## src/rtl/spi_regfile_peripheral.sv

```systemverilog
// spi_regfile_peripheral
//
// SPI mode-0 target that exposes a bank of NUM_REGS control registers, each DATA_W bits wide.
// A frame is 1 + ADDR_W + DATA_W bits long and is sent MSB first:
//   {R/W (1 = write), address[ADDR_W-1:0], data[DATA_W-1:0]}.
// A register changes only when a complete, well-formed write frame ends. A frame that is short,
// over-long or addressed out of range is dropped, and frame_err pulses for one cycle.
//
// Optional feature (define SPI_READBACK_EN): a read frame returns reg[addr] on cipo during the
// data phase. When the macro is undefined, cipo and cipo_oe are tied low and read frames are
// accepted and ignored.
//
// Ports
//   clk        system clock; the only clock used
//   rst_n      synchronous active-low reset
//   sclk       SPI clock from the controller (asynchronous)
//   copi       controller-out data (asynchronous)
//   ncs        active-low chip select (asynchronous)
//   cipo       controller-in data
//   cipo_oe    high while cipo is driven
//   regs_out   flattened registers; reg i at [i*DATA_W +: DATA_W]
//   wr_pulse   one-cycle pulse when a write commits
//   wr_addr    address of the last committed write
//   frame_err  one-cycle pulse when a frame is discarded

module spi_regfile_peripheral #(
    parameter int unsigned NUM_REGS    = 8,
    parameter int unsigned DATA_W      = 8,
    parameter int unsigned ADDR_W      = 7,
    parameter int unsigned SYNC_STAGES = 2
) (
    input  logic                       clk,
    input  logic                       rst_n,
    input  logic                       sclk,
    input  logic                       copi,
    input  logic                       ncs,
    output logic                       cipo,
    output logic                       cipo_oe,
    output logic [NUM_REGS*DATA_W-1:0] regs_out,
    output logic                       wr_pulse,
    output logic [ADDR_W-1:0]          wr_addr,
    output logic                       frame_err
);

    localparam int unsigned FrameLen = 1 + ADDR_W + DATA_W;
    localparam int unsigned CmdLen   = 1 + ADDR_W;
    localparam int unsigned CntW     = $clog2(FrameLen + 1);
    localparam int unsigned FlushW   = $clog2(SYNC_STAGES + 1);
    localparam logic [ADDR_W:0] NumRegsW = (ADDR_W + 1)'(NUM_REGS);

    typedef enum logic [1:0] {StIdle, StCmd, StData, StWait} state_e;

    // ------------------------------------------------------------------
    // Input synchronisers, history flops and registered edge flags
    // ------------------------------------------------------------------
    logic [SYNC_STAGES-1:0] sclk_sync_q, ncs_sync_q, copi_sync_q;
    logic                   sclk_hist_q, ncs_hist_q;
    logic                   sclk_rise_q, ncs_rise_q, ncs_fall_q, copi_bit_q;
`ifdef SPI_READBACK_EN
    logic                   sclk_fall_q;
`endif
    logic                   sclk_s, ncs_s, copi_s;

    assign sclk_s = sclk_sync_q[SYNC_STAGES-1];
    assign ncs_s  = ncs_sync_q[SYNC_STAGES-1];
    assign copi_s = copi_sync_q[SYNC_STAGES-1];

    always_ff @(posedge clk) begin
        if (!rst_n) begin
            sclk_sync_q <= '0;
            ncs_sync_q  <= '1;
            copi_sync_q <= '0;
            sclk_hist_q <= 1'b0;
            ncs_hist_q  <= 1'b1;
            sclk_rise_q <= 1'b0;
            ncs_rise_q  <= 1'b0;
            ncs_fall_q  <= 1'b0;
            copi_bit_q  <= 1'b0;
`ifdef SPI_READBACK_EN
            sclk_fall_q <= 1'b0;
`endif
        end else begin
            sclk_sync_q <= {sclk_sync_q[SYNC_STAGES-2:0], sclk};
            ncs_sync_q  <= {ncs_sync_q[SYNC_STAGES-2:0], ncs};
            copi_sync_q <= {copi_sync_q[SYNC_STAGES-2:0], copi};
            sclk_hist_q <= sclk_s;
            ncs_hist_q  <= ncs_s;
            sclk_rise_q <= sclk_s & ~sclk_hist_q;
            ncs_rise_q  <= ncs_s & ~ncs_hist_q;
            ncs_fall_q  <= ~ncs_s & ncs_hist_q;
            // Registered alongside sclk_rise_q so the data bit lines up with its edge flag.
            copi_bit_q  <= copi_s;
`ifdef SPI_READBACK_EN
            sclk_fall_q <= ~sclk_s & sclk_hist_q;
`endif
        end
    end

    // ------------------------------------------------------------------
    // Re-arm after reset. The synchroniser reset value reads as "ncs high",
    // so wait until the chain holds real samples and then see a real high
    // level on ncs. Until then a frame cut by reset cannot be decoded.
    // ------------------------------------------------------------------
    logic [FlushW-1:0] flush_q;
    logic              flush_done;
    logic              armed_q;

    assign flush_done = (flush_q == FlushW'(SYNC_STAGES));

    always_ff @(posedge clk) begin
        if (!rst_n) begin
            flush_q <= '0;
            armed_q <= 1'b0;
        end else begin
            if (!flush_done) begin
                flush_q <= flush_q + 1'b1;
            end
            if (flush_done && ncs_s) begin
                armed_q <= 1'b1;
            end
        end
    end

    // ------------------------------------------------------------------
    // Frame FSM and register bank
    // ------------------------------------------------------------------
    state_e              state_q, state_d;
    logic [CntW-1:0]     bit_cnt_q, bit_cnt_d;
    logic [FrameLen-1:0] rx_q, rx_d, rx_next;
    logic                ovf_q, ovf_d;
    logic [DATA_W-1:0]   regs_q [NUM_REGS];
    logic [DATA_W-1:0]   regs_d [NUM_REGS];
    logic                wr_pulse_q, wr_pulse_d;
    logic [ADDR_W-1:0]   wr_addr_q, wr_addr_d;
    logic                frame_err_q, frame_err_d;
    logic [CntW-1:0]     cnt_next;
    logic                frame_rw;
    logic [ADDR_W-1:0]   frame_addr;
    logic [DATA_W-1:0]   frame_data;
`ifdef SPI_READBACK_EN
    logic [DATA_W-1:0]   tx_q, tx_d;
    logic                rd_ok_q, rd_ok_d;
    logic                cmd_rw_next;
    logic [ADDR_W-1:0]   cmd_addr_next;
`endif

    // All address bits take part in the range check; none are dropped.
    function automatic logic addr_ok(input logic [ADDR_W-1:0] a);
        return {1'b0, a} < NumRegsW;
    endfunction

    assign rx_next    = {rx_q[FrameLen-2:0], copi_bit_q};
    assign cnt_next   = bit_cnt_q + 1'b1;
    assign frame_rw   = rx_q[FrameLen-1];
    assign frame_addr = rx_q[DATA_W +: ADDR_W];
    assign frame_data = rx_q[DATA_W-1:0];
`ifdef SPI_READBACK_EN
    // Command fields as they will stand once the final command bit is shifted in.
    assign cmd_rw_next   = rx_next[ADDR_W];
    assign cmd_addr_next = rx_next[ADDR_W-1:0];
`endif

    always_comb begin
        state_d     = state_q;
        bit_cnt_d   = bit_cnt_q;
        rx_d        = rx_q;
        ovf_d       = ovf_q;
        regs_d      = regs_q;
        wr_pulse_d  = 1'b0;
        wr_addr_d   = wr_addr_q;
        frame_err_d = 1'b0;
`ifdef SPI_READBACK_EN
        tx_d        = tx_q;
        rd_ok_d     = rd_ok_q;
`endif

        unique case (state_q)
            StIdle: begin
                if (armed_q && ncs_fall_q) begin
                    state_d   = StCmd;
                    bit_cnt_d = '0;
                    rx_d      = '0;
                    ovf_d     = 1'b0;
`ifdef SPI_READBACK_EN
                    tx_d      = '0;
                    rd_ok_d   = 1'b0;
`endif
                end
            end

            StCmd: begin
                // An ncs rise takes priority over an sclk rise in the same cycle.
                if (ncs_rise_q) begin
                    frame_err_d = 1'b1;
                    state_d     = StIdle;
                end else if (sclk_rise_q) begin
                    rx_d      = rx_next;
                    bit_cnt_d = cnt_next;
                    if (cnt_next == CntW'(CmdLen)) begin
                        state_d = StData;
`ifdef SPI_READBACK_EN
                        if (!cmd_rw_next && addr_ok(cmd_addr_next)) begin
                            rd_ok_d = 1'b1;
                            for (int i = 0; i < NUM_REGS; i++) begin
                                if ({1'b0, cmd_addr_next} == (ADDR_W + 1)'(i)) begin
                                    tx_d = regs_q[i];
                                end
                            end
                        end
`endif
                    end
                end
            end

            StData: begin
                if (ncs_rise_q) begin
                    frame_err_d = 1'b1;
                    state_d     = StIdle;
`ifdef SPI_READBACK_EN
                    rd_ok_d     = 1'b0;
`endif
                end else if (sclk_rise_q) begin
                    rx_d      = rx_next;
                    bit_cnt_d = cnt_next;
                    if (cnt_next == CntW'(FrameLen)) begin
                        state_d = StWait;
                    end
`ifdef SPI_READBACK_EN
                end else if (sclk_fall_q && (bit_cnt_q != CntW'(CmdLen))) begin
                    // Skip the fall that precedes the first data rise so the loaded MSB
                    // stays on cipo for the controller's first data sample.
                    tx_d = tx_q << 1;
`endif
                end
            end

            StWait: begin
                if (ncs_rise_q) begin
                    state_d = StIdle;
`ifdef SPI_READBACK_EN
                    rd_ok_d = 1'b0;
`endif
                    if (ovf_q) begin
                        frame_err_d = 1'b1;
                    end else if (frame_rw) begin
                        if (addr_ok(frame_addr)) begin
                            for (int i = 0; i < NUM_REGS; i++) begin
                                if ({1'b0, frame_addr} == (ADDR_W + 1)'(i)) begin
                                    regs_d[i] = frame_data;
                                end
                            end
                            wr_pulse_d = 1'b1;
                            wr_addr_d  = frame_addr;
                        end else begin
                            frame_err_d = 1'b1;
                        end
`ifdef SPI_READBACK_EN
                    end else if (!addr_ok(frame_addr)) begin
                        frame_err_d = 1'b1;
`endif
                    end
                end else if (sclk_rise_q) begin
                    ovf_d = 1'b1;
                end
            end

            default: begin
                state_d = StIdle;
            end
        endcase
    end

    always_ff @(posedge clk) begin
        if (!rst_n) begin
            state_q     <= StIdle;
            bit_cnt_q   <= '0;
            rx_q        <= '0;
            ovf_q       <= 1'b0;
            wr_pulse_q  <= 1'b0;
            wr_addr_q   <= '0;
            frame_err_q <= 1'b0;
            for (int i = 0; i < NUM_REGS; i++) begin
                regs_q[i] <= '0;
            end
`ifdef SPI_READBACK_EN
            tx_q        <= '0;
            rd_ok_q     <= 1'b0;
`endif
        end else begin
            state_q     <= state_d;
            bit_cnt_q   <= bit_cnt_d;
            rx_q        <= rx_d;
            ovf_q       <= ovf_d;
            wr_pulse_q  <= wr_pulse_d;
            wr_addr_q   <= wr_addr_d;
            frame_err_q <= frame_err_d;
            for (int i = 0; i < NUM_REGS; i++) begin
                regs_q[i] <= regs_d[i];
            end
`ifdef SPI_READBACK_EN
            tx_q        <= tx_d;
            rd_ok_q     <= rd_ok_d;
`endif
        end
    end

    // ------------------------------------------------------------------
    // Outputs
    // ------------------------------------------------------------------
    for (genvar g = 0; g < NUM_REGS; g++) begin : g_regs_out
        assign regs_out[g*DATA_W +: DATA_W] = regs_q[g];
    end

    assign wr_pulse  = wr_pulse_q;
    assign wr_addr   = wr_addr_q;
    assign frame_err = frame_err_q;

`ifdef SPI_READBACK_EN
    assign cipo_oe = (state_q == StData) && rd_ok_q;
    assign cipo    = cipo_oe & tx_q[DATA_W-1];
`else
    assign cipo_oe = 1'b0;
    assign cipo    = 1'b0;
`endif

endmodule

```

## config.mk

```make
export PLATFORM = sky130hd
export DESIGN_NAME = spi_regfile_peripheral
export DESIGN_NICKNAME = d
export VERILOG_FILES = /design/src/rtl/spi_regfile_peripheral.sv
export SDC_FILE = /design/constraint.sdc
export NUM_CORES = 1
export LEC_CHECK = 0
export BUFFER_PORTS_ARGS = -buffer_cell sky130_fd_sc_hd__buf_4
export CORE_UTILIZATION = 35
export CTS_BUF_LIST = sky130_fd_sc_hd__clkbuf_16
export DETAILED_ROUTE_END_ITERATION = 16
export GPL_TIMING_DRIVEN = 0
export HOLD_SLACK_MARGIN = 0.02
export SYNTH_ARGS = -nofsm -noshare
export SYNTH_HDL_FRONTEND = slang
export SYNTH_SLANG_ARGS = --single-unit
```

## constraint.sdc

```tcl
create_clock -name clk -period 2 [get_ports clk]
set_input_delay 0.2 -clock clk [delete_from_list [all_inputs] [get_ports clk]]
set_output_delay 0.2 -clock clk [all_outputs]
set_load 0.005 [all_outputs]
```

==> impl_results.md <==
* RSZ-0062 raised after global routing: true
* H-tree Lvls at 3
* Clk root buf: clkbuf_16
* Power density cells at 796 mW/mm2
* Antenna violations before repair at 0
* Final setup fails at 0
* Synth Cell Area at roughly 0.0043 mm2
* Post-DR vias/cell at around 4.9
* Pin count of the biggest net entering global routing at 20
* CTS clk-pin slew, worst paths at around 70 ps
* Die area at 0.0127 mm2
* IO Port Bufs at a little under 80
* Worst IR Drop VDD at about 550 uV
* Sequential cell area fraction in the yosys report at 0.523
* CTS Hold Buffers Added at 0
* Highest clock rate at 508 MHz
* Cell Chain, Critical Path: ha_2 -> nor2b_2 -> nand4_2 -> buf_4 -> or3_1 -> buf_2 -> nand2_1 -> a21oi_1
* Period minus WS final at between 1500 and 2000 ps
* Die W at 113 um
* Wire length on met3 at about 420 um
* Share of layout cells above drive strength 1 at 0.235
* CTS sink cnt at 112
* Total wire length at 10.3 mm
* CTS Buf Count at 9
* DR vias at 3,492
* Yosys warns at 0
* Seq cells post-synth at between 100 and 150
* Worst Setup Slack, final at 30.9 ps
* CP top delay family: simple AND/OR/NAND/NOR gates
* CTS tree: built
* CP Max Fanout at 8
* Global-route wire length before repair at 16.7 mm
* CP Launch Type: register
* Cell Rows at 40
* Gate Count Post-Synth at between 400 and 500
* Max cap viols at 0
* Number of global-route vias before repair at ~3,200
* Crit-path slowest cell: dfxtp_1
* Post-route cell area at 0.00538 mm2
* FF-to-FF path depth at 8
* Syn Area/Cell at between 9 and 10 um2
* Most common cell after layout, fill and taps aside: dfxtp_1
* Synth async-reset ratio at 0
* Post-Route M1 WL at 4.93 mm
* Placed inst area at a little over 0.005 mm2
* Final core occ at 0.450
* Initial cell density of the core at 0.358
* Routability cong. at 0.830
* Worst hold path type: in -> reg
* Crit path from: state_q[1]
* Core Area at 0.0120 mm2
* Most frequent cells in the layout: dfxtp_1 (112), buf_4 (87), nand2_1 (74)
* Final slew viol count at 0
* Worst Max-Slew Pin Slew at 587 ps
* Post-synth EDFFs at 0
* Req. time, crit path at about 2200 ps
* Starting DRT DRC Count at 341
* Fin. Hold Viols at 0
* Layout area overhead at 25.5%
* Main synth FF type: dfxtp_1
* # DRC at 0
* Global Route Usage Sum at 0.168
* Sum Neg Setup Slack at 0 ps
* CP max stage delay at about 390 ps
* Io pins at 80
* Worst r2r src: state_q[1]
* Antenna Cells at 0
* CP bufs+invs at 2
* Fin nets at 572
* Crit Path Class: reg -> reg
* Clk buf depth at 2
* Post-placement setup slack at -2.31 ps
* Worst hold stages at 2
* Remaining global-route overflow at 0
* Top sig layer: met4
* Worst Setup End Kind: register
* DP HPWL at 7.11 mm
* Status: finished clean
* Relative slew slack at 0.608
* Die Span Y at 113 um
* DRT Pass-1 Iters at 5
* DR WL/cell at 14.5 um
* Distinct cells, synth at 44
* Fin Clk Skew at 7.42 ps
* Clk_lat worst skew at 340 ps
* Worst Path Arrival at 2170 ps
* Power, Total at between 4 and 5 mW
* Routed Antenna Nets at 0
* Met2 wire length at a little under 5 mm
* Worst hold start: ncs
* Tcrit/Tclk final at 0.985
* Lkg Pwr at 2.26 nW
* WP depth at 8
[report_power, final]
group | leakage, nW | total [mW] | internal (mW) | switching, mW
logic | 1.22 | 0.298 | 0.113 | 0.185
clock network | 0.130 | 1.69 | 0.859 | 0.831
registers | 0.904 | 2.29 | 2.27 | 0.0266
[final timing paths]
kind / endpoint / slack (ps)
worst max-delay path: regs_out[58] / 30
worst min-delay path: ncs_sync_q[0] / 40
worst max register to register: regs_out[58] / 30
worst min register to register: sclk_rise_q / 380
[sequential cells by signal, summed over array words and instances, names as in the netlist, 2 cells and up]
signal and cells:
bit_cnt_q 5, copi_sync_q 2, flush_q 2, ncs_sync_q 2, regs_out 64, rx_q 16
sclk_sync_q 2, state_q 2, wr_addr 7
[cell usage after synthesis (6+ instances only)]
| cell | instances | area (um2) |
|---|---|---|
| mux2i_1 | 33 | 330 |
| clkbuf_1 | 15 | 56.3 |
| nand2_1 | 74 | 278 |
| ha_1 | 7 | 87.6 |
| and2_1 | 7 | 43.8 |
| buf_2 | 15 | 75.1 |
| dfxtp_1 | 112 | 2240 |
| buf_4 | 6 | 45.0 |
| inv_1 | 8 | 30.0 |
| a22oi_1 | 17 | 128 |
| nor2_1 | 64 | 240 |
| and3_1 | 6 | 37.5 |
| nor3_1 | 6 | 30.0 |
| a21oi_1 | 43 | 215 |
| nand3_1 | 6 | 30.0 |
[area by class of cell]
class | instances | area, um2
clock inverter | 7 | 56.3
inverter | 8 | 30.0
multi-input combinational | 309 | 1820
sequential | 112 | 2240
buffer | 39 | 211
clock buffer | 9 | 225
timing repair buffer | 81 | 608
tap | 147 | 184
fill | 1162 | 6580
[through the flow]
step	cells	hold slack, ps
2_1_floorplan	469	273
3_3_place_gp	693	375
5_1_grt	712	31.1
6_report	712	41.2
3_5_place_dp	693	375
4_1_cts	710	32.4
[timing repair]
item,4_1_cts,5_1_grt
resized for setup,1,9
setup buffers,1,3
gates cloned,0,0
pin swaps,2,3
setup endpoints to repair,7,86
[kinds of logic (layout without fill, tap and decap cells)]
kind of cell               count (synthesis)  count (layout)  synth area share
other                                      1               2          0.000875
and+or+nand+nor                          192             192             0.216
xor gates and xnor gates                   3               3           0.00613
adders and majority gates                  7               7            0.0204
AOI/OAI and AO/OA                         72              72             0.101
muxes                                     33              33            0.0771
buffers and inverters                     48             144            0.0552
DFF                                      112             112             0.523
[metal layers]
layer  vias to the layer above  GRT usage
met5                         -          0
met4                         0     0.0524
met3                        10     0.0346
met2                        87      0.269
met1                      1649      0.228
li1                       1746          -
(Power assumes the default switching activity.)
